**config.mk**
```make
export PLATFORM = sky130hd
export DESIGN_NAME = pdua_control
export DESIGN_NICKNAME = d
export VERILOG_FILES = /design/src/rtl/pdua_control.sv
export SDC_FILE = /design/constraint.sdc
export NUM_CORES = 1
export LEC_CHECK = 0
export CELL_PAD_IN_SITES_DETAIL_PLACEMENT = 1
export CELL_PAD_IN_SITES_GLOBAL_PLACEMENT = 1
export CORE_ASPECT_RATIO = 0.75
export CORE_MARGIN = 3
export CORE_UTILIZATION = 29
export DETAILED_ROUTE_END_ITERATION = 12
export GPL_TIMING_DRIVEN = 0
export HOLD_SLACK_MARGIN = 0.02
export PLACE_DENSITY_LB_ADDON = 0.1
export SYNTH_ARGS = -nofsm -noshare
export SYNTH_HDL_FRONTEND = slang
export SYNTH_SLANG_ARGS = --single-unit
```
**constraint.sdc**
```tcl
create_clock -name clk -period 2.5 [get_ports clk]
set_clock_uncertainty 0.05 [all_clocks]
set_input_delay 0.5 -clock clk [delete_from_list [all_inputs] [get_ports clk]]
set_output_delay 0.5 -clock clk [all_outputs]
set_load 0.01 [all_outputs]
```
**src/rtl/pdua_control.sv**
```systemverilog
// Instruction sequencer for the PDUA datapath: fetch, decode, execute and
// operand-fetch states driving the register bank, ALU and memory interface.
module pdua_control #(
    parameter int ADDR_WIDTH = 3,
    parameter int OPC_WIDTH  = 5
) (
    input  logic                  clk,
    input  logic                  rst,
    input  logic [OPC_WIDTH-1:0]  out_IR,
    input  logic                  C,
    input  logic                  N,
    input  logic                  P,
    input  logic                  Z,
    input  logic                  hold,
    output logic                  enaf,
    output logic [2:0]            selop,
    output logic [1:0]            shamt,
    output logic                  bank_wr_en,
    output logic [ADDR_WIDTH-1:0] BusB_addr,
    output logic [ADDR_WIDTH-1:0] BusC_addr,
    output logic                  sclr,
    output logic                  ir_en,
    output logic                  mar_en,
    output logic                  mdr_en,
    output logic                  mdr_alu_n,
    output logic                  wr_rdn,
    output logic                  halted
);

    localparam logic [ADDR_WIDTH-1:0] REG_PC  = '0;
    localparam logic [ADDR_WIDTH-1:0] REG_A   = ADDR_WIDTH'(1);
    localparam logic [ADDR_WIDTH-1:0] REG_ACC = '1;

    localparam logic [OPC_WIDTH-1:0] OP_NOP  = OPC_WIDTH'(5'b00000);
    localparam logic [OPC_WIDTH-1:0] OP_MOVI = OPC_WIDTH'(5'b00001);
    localparam logic [OPC_WIDTH-1:0] OP_MVAA = OPC_WIDTH'(5'b00010);
    localparam logic [OPC_WIDTH-1:0] OP_MVAC = OPC_WIDTH'(5'b00011);
    localparam logic [OPC_WIDTH-1:0] OP_ADD  = OPC_WIDTH'(5'b00100);
    localparam logic [OPC_WIDTH-1:0] OP_AND  = OPC_WIDTH'(5'b00101);
    localparam logic [OPC_WIDTH-1:0] OP_NOT  = OPC_WIDTH'(5'b00110);
    localparam logic [OPC_WIDTH-1:0] OP_SHL  = OPC_WIDTH'(5'b00111);
    localparam logic [OPC_WIDTH-1:0] OP_JMP  = OPC_WIDTH'(5'b01000);
    localparam logic [OPC_WIDTH-1:0] OP_JZ   = OPC_WIDTH'(5'b01001);
    localparam logic [OPC_WIDTH-1:0] OP_JN   = OPC_WIDTH'(5'b01010);
    localparam logic [OPC_WIDTH-1:0] OP_HALT = OPC_WIDTH'(5'b11111);

    typedef enum logic [3:0] {
        S_INIT, S_F0, S_F1, S_F2, S_DEC, S_EX, S_OP0, S_OP1, S_OP2, S_SKIP, S_HALT
    } state_t;

    state_t state_q, state_d;

    // Carry and parity flags are not consulted by this instruction set.
    logic unused_flags;
    assign unused_flags = C ^ P;

    // State register with synchronous reset.
    always_ff @(posedge clk) begin
        if (rst) state_q <= S_INIT;
        else     state_q <= state_d;
    end

    // Next-state decode and Moore outputs; hold gates the enables afterwards.
    always_comb begin
        state_d    = state_q;
        enaf       = 1'b0;
        selop      = 3'b000;
        shamt      = 2'b00;
        bank_wr_en = 1'b0;
        BusB_addr  = REG_PC;
        BusC_addr  = REG_PC;
        sclr       = 1'b0;
        ir_en      = 1'b0;
        mar_en     = 1'b0;
        mdr_en     = 1'b0;
        mdr_alu_n  = 1'b0;
        wr_rdn     = 1'b0;
        halted     = 1'b0;

        case (state_q)
            S_INIT: begin
                sclr    = 1'b1;
                state_d = S_F0;
            end
            // Instruction and operand address phases share outputs.
            S_F0, S_OP0: begin
                mar_en    = 1'b1;
                BusB_addr = REG_PC;
                selop     = 3'b000;
                state_d   = (state_q == S_F0) ? S_F1 : S_OP1;
            end
            S_F1, S_OP1: begin
                mdr_en     = 1'b1;
                BusB_addr  = REG_PC;
                selop      = 3'b110;
                bank_wr_en = 1'b1;
                BusC_addr  = REG_PC;
                state_d    = (state_q == S_F1) ? S_F2 : S_OP2;
            end
            S_F2: begin
                ir_en   = 1'b1;
                state_d = S_DEC;
            end
            S_DEC: begin
                if (out_IR == OP_MOVI || out_IR == OP_JMP)   state_d = S_OP0;
                else if (out_IR == OP_JZ)                    state_d = Z ? S_OP0 : S_SKIP;
                else if (out_IR == OP_JN)                    state_d = N ? S_OP0 : S_SKIP;
                else if (out_IR >= OP_MVAA && out_IR <= OP_SHL) state_d = S_EX;
                else if (out_IR == OP_HALT)                  state_d = S_HALT;
                else                                         state_d = S_F0;
            end
            S_EX: begin
                bank_wr_en = 1'b1;
                state_d    = S_F0;
                case (out_IR)
                    OP_MVAA: begin BusB_addr = REG_A;   BusC_addr = REG_ACC; end
                    OP_MVAC: begin BusB_addr = REG_ACC; BusC_addr = REG_A;   end
                    OP_ADD:  begin BusB_addr = REG_A;   BusC_addr = REG_ACC; selop = 3'b001; enaf = 1'b1; end
                    OP_AND:  begin BusB_addr = REG_A;   BusC_addr = REG_ACC; selop = 3'b010; enaf = 1'b1; end
                    OP_NOT:  begin BusB_addr = REG_ACC; BusC_addr = REG_ACC; selop = 3'b100; enaf = 1'b1; end
                    OP_SHL:  begin
                        BusB_addr = REG_ACC; BusC_addr = REG_ACC;
                        selop = 3'b111; shamt = 2'b01; enaf = 1'b1;
                    end
                    default: ;
                endcase
            end
            S_OP2: begin
                bank_wr_en = 1'b1;
                mdr_alu_n  = 1'b1;
                BusC_addr  = (out_IR == OP_MOVI) ? REG_ACC : REG_PC;
                state_d    = S_F0;
            end
            S_SKIP: begin
                BusB_addr  = REG_PC;
                selop      = 3'b110;
                bank_wr_en = 1'b1;
                BusC_addr  = REG_PC;
                state_d    = S_F0;
            end
            S_HALT: begin
                halted  = 1'b1;
                state_d = S_HALT;
            end
            default: state_d = S_INIT;
        endcase

        if (hold && state_q != S_INIT && state_q != S_HALT) begin
            state_d    = state_q;
            enaf       = 1'b0;
            bank_wr_en = 1'b0;
            ir_en      = 1'b0;
            mar_en     = 1'b0;
            mdr_en     = 1'b0;
            wr_rdn     = 1'b0;
            sclr       = 1'b0;
        end
    end

    logic unused_nop;
    assign unused_nop = (OP_NOP == '0);

endmodule
```
Word level (Yosys, flattened, before mapping)

Index checks and enable logic that the tools add are counted.

Flip-flop bits (word level): 4
Bits in latches: 0
Memory bits (writable): 0
ROM bits: 0
Output and inout port bits: 20
Word-level logic and storage cells: 74
Memories kept: 0

Add/sub/neg operators: 0
Multipliers: 0
Div/mod/pow operators: 0
$lt $le $gt $ge: 2
Equality and inequality tests: 22
Shift-type cells: 0
Multiplexer cells: 34
Bitwise gates (word level): 0
Reduce and logical (&&, ||, !) cells: 15

Operators by type and width:

| kind               | number |
|---|---|
| $mux 4             | 8 |
| $pmux 3 s2         | 4 |
| $pmux 4 s6         | 1 |
| $eq 5x3->1 const B | 4 |
| $mux 1             | 17 |
| $eq 4x3->1 const B | 4 |
| $eq 5x4->1 const B | 3 |
| $eq 4x4->1 const B | 3 |
| $pmux 3 s4         | 1 |
| $eq 5x2->1 const B | 2 |
| $reduce_or 5->1    | 2 |
| $mux 3             | 3 |
| $reduce_or 3->1    | 3 |
| $eq 4x2->1 const B | 2 |
| $reduce_or 4->1    | 2 |
| $eq 5x1->1 const B | 1 |
| $eq 5x5->1 const B | 1 |
| $ge 5x2->1 const B | 1 |
| $le 5x3->1 const B | 1 |
| $eq 4x1->1 const B | 1 |
| $logic_not 4->1    | 1 |
| $ne 4x4->1 const B | 1 |
| $reduce_bool 4->1  | 1 |
| $reduce_or 2->1    | 2 |
| other kinds (2)    | 4 |

Longest topological paths before layout

Word-level depth: 7
Gate-level depth with buffers: 6
Gate-level depth less buffers: 4

Worst setup path after synthesis

OpenSTA, ideal clock, no wires.

Path type: register -> output
Start point: register state_q[1]
End point: output port BusC_addr[2]
Arrival time: 1562 ps
Slack: 388 ps
Stages on the path, launching flop included: 7
Path through: dfxtp_1 or2_1 clkbuf_1 nor2_1 nand3_1 a21boi_0 buf_4

Word-level cells in the longest chain between the ends: 2
Elaborated cells on any way between the ends: 3
Classes of those cells: eq/ne (2); mux (1)

RTL lines:

| element                                         | line | source |
|---|---|---|
| from (decl)                                     | 51   | `state_t state_q, state_d;` |
| from (signal assigned)                          | 60   | `else state_q <= state_d;` |
| $eq 4x4->1 / $eq 4x3->1 (equally long branches) | 80   | `case (state_q)` |
| $pmux 3 s2 *                                    | 80   |  |
| to (decl)                                       | 20   | `output logic [ADDR_WIDTH-1:0] BusC_addr,` |

Every way passes the cells marked *; elsewhere a longest branch is shown, timed or not.

Final worst setup path

Start point: input port out_IR[1]
End point: output port BusB_addr[2]

Word-level cells in the longest chain between the ends: 4
Elaborated cells on any way between the ends: 10
Classes of those cells: eq/ne (6); mux (2); reduce/logical (2)

RTL lines:

| element                                         | line | source |
|---|---|---|
| from (decl)                                     | 9    | `input logic [OPC_WIDTH-1:0] out_IR,` |
| $eq 5x3->1 / $eq 5x2->1 (equally long branches) | 115  | `case (out_IR)` |
| $reduce_or 3->1 (no line)                       | -    |  |
| $pmux 3 s2 *                                    | 115  |  |
| $mux 3 *                                        | 80   |  |
| to (decl)                                       | 19   | `output logic [ADDR_WIDTH-1:0] BusB_addr,` |

Marked as above.

==> run metrics <==
vias in the first global route 887; maximum clock path buffer count 2; routed wl met2 between 1000 and 1500 microns; FILL cells 285; Async S/R FF share, synth 0%; gr usage total 16.9%; core area 2150 sq um; critical path type in2out; Synth Area in Simple Gates 35.3%; Hold Buf Count CTS 0; Worst Hold Path Cells 3; area leader, netlist dfxtp_1; Max IR drop VDD 0.000214 V; RR Startpoint state_q[1]$_SDFFE_PP0N_; DRT Pass-1 Iters 4; mean post-synth cell area 6.47 sq um; Placed Area 1030 sq um; max-slew violation count 0; Final Instance Area 1140 sq um; Sinks on Clock Net 4; Post-synth EDFFs 0; CTS Buf Count 3; GPL Wtd Cong 0.824; vias per cell ~5.4; PwrDens 265 nW/um^2; fin crit share 102%; hold path startpoint state_q[2]$_SDFFE_PP0N_; CTS root buffer clkbuf_4; fmax 0.394 GHz; Max Used Layer met4; xor-xnor portion of the synthesized cell area 1.23%; min Tclk post-route 2.54 ns; layout cells sized above 1 roughly 23%; Final Worst Setup Slack -0.0375 ns; CTS tree built; Seq/Total Area, Yosys 11.2%; Top reg by flops state_q; largest net degree at the start of global routing 11; antenna violations before repair 0; startpoint class of the critical path input pin; Leakage 0.500 nW; final hold violations 0; Hold Path Sink state_q[2]$_SDFFE_PP0N_; clk slew on worst S/H paths about 0.03 ns; grt ovf 0; met3 WL 120 microns; row count 14; Adder-Cell Fraction of Synth Area between 1 and 1.5%; MaxCap Viol Count 0; YS warnings 0; post-synthesis mux area share 0%; CP arrival ~2.0 ns; required time of the critical path 1.95 ns; Worst Hold Slack 0.660 ns; Top Registers state_q: 4 flops; Initial Utilization 33.0%; Reg2Reg Depth 4; metal1 wirelength 1250 microns; post-synthesis register bit count 4; Worst R2R Setup Slack 0.90 ns; nets 158; status finished, violations left; unrepaired setup endpoints after global routing true; I/O Buffers 27; reg2reg end state_q[0]$_SDFFE_PP0N_; drt initial violations 57; vias between 900 and 1k; CP max FO 7; Synth Area in Compound Gates 36.2%; Die Wd 63.2 microns; drt total wl 2620 microns; # setup viols final 1; max reg flops 4; first-pass GRT wire length 4300 microns; Worst Setup End Kind output pin; die area 3090 sq um; violated checks setup timing; wire per inst 14.9 microns; largest cells by area after synthesis dfxtp_1 11%, nor2_1 7.9%, nor3_1 5.6%; Min-Delay Path Class reg2reg; share of the synthesized area in the top cell type between 10 and 15%; post-synth cell types 44; total power draw 0.000303 W; storage element area slightly above 80 sq um; antenna-violating nets left 0; num ports 32; die height around 50 microns; later-pin clock latency in the skew report 0.23 ns; mapped cell area between 700 and 800 sq um; dpl hpwl 2050 microns; Main synth FF type dfxtp_1; # diodes 0; largest family of logic cells by synthesized area compound AO/OA/AOI/OAI gates; Residual DRC 0; H-tree depth 1; multi-input logic area approximately 600 sq um; Post-Syn Instances 110; synthesis-to-finish area growth 60.6%
how the worst max path moves through the flow:
stage | startpoint | end
3_3_place_gp | out_IR[2] | BusC_addr[2]
5_1_grt | state_q[0]$_SDFFE_PP0N_ | BusB_addr[2]
3_5_place_dp | out_IR[4] | BusB_addr[2]
6_report | out_IR[1] | BusB_addr[2]
4_1_cts | state_q[2]$_SDFFE_PP0N_ | BusB_addr[2]
2_1_floorplan | state_q[1]$_SDFFE_PP0N_ | BusC_addr[2]
metrics by stage:
step | util, % | setup TNS (ns) | cells | worst slack, ns
floorplan | - | 0 | 111 | 0.388
global placement | 47.6 | -3.45 | 170 | -0.425
detailed placement | 47.6 | -4.09 | 170 | -0.477
CTS | 51.0 | -0.0562 | 173 | -0.0487
global route | 53.1 | -0.131 | 176 | -0.129
finish | 53.1 | -0.0375 | 176 | -0.0375
worst max-delay path, cell delays in order:
cell and delay (ns):
clkdlybuf4s50_1 0.48, buf_6 0.13, nor3b_2 0.21, buf_4 0.14
clkdlybuf4s50_1 0.52
placed cells by master (no fill, tap or decap), drive strengths merged, types with 2 or more instances in the layout:
| master | synthesis | routed |
|---|---|---|
| o21ai | 8 | 8 |
| nand2b | 3 | 3 |
| nand3 | 3 | 3 |
| dlygate4sd2 | 0 | 14 |
| a21boi | 3 | 3 |
| or2 | 2 | 2 |
| clkdlybuf4s50 | 0 | 9 |
| nor3 | 8 | 8 |
| nor2 | 15 | 15 |
| inv | 3 | 3 |
| nor3b | 2 | 2 |
| nor2b | 4 | 4 |
| dfxtp | 4 | 4 |
| conb | 1 | 2 |
| o31ai | 2 | 2 |
| nand2 | 7 | 7 |
| a31oi | 5 | 5 |
| nand3b | 2 | 2 |
| dlymetal6s2s | 0 | 3 |
| clkbuf | 3 | 8 |
| buf | 12 | 14 |
| a21oi | 4 | 4 |
layout make-up:
type	count	share of cell area, %
inverters	3	0.985
plain buffers	15	9.85
repair buffers	30	25.4
multi-input cells	89	51.2
clock buffers	3	1.97
flip-flops and latches	4	7.11
well taps	32	3.50
timing repair:
item / 4_1_cts / 5_1_grt
resized for setup: 38 / 8
buffers inserted: 0 / 3
pin swaps: 1 / 2
setup endpoints to repair: 15 / 5
power by group:
part	switching, W	internal [W]	leakage [nW]
Clock	0.0000216	0.0000533	0.0138
Sequential	0.00000241	0.0000684	0.0332
Combinational	0.0000860	0.0000717	0.453
synthesized netlist by cell type (all sizes together) (2+ instances only):
cell type	number
clkbuf	3
o21ai	8
nand3	3
nand2	7
dfxtp	4
nand2b	3
a21boi	3
or2	2
nor3	8
nor2b	4
o31ai	2
buf	12
inv	3
nor3b	2
nand3b	2
nor2	15
a31oi	5
a21oi	4
logic make-up after synthesis:
group / Yosys count
XOR/XNOR: 1
AND/OR/NAND/NOR: 49
buffers and inverters: 18
flip-flops: 4
AO/OA/AOI/OAI: 36
other: 1
adder cells (fa/ha/maj): 1
metal layers:
layer / vias up / track usage (%)
met1: 441 / 24.1
met2: 28 / 26.6
li1: 473 / -
met3: 2 / 1.61
met5: - / 0
met4: 0 / 5.73
No activity file was read; power rests on OpenSTA's default activity.
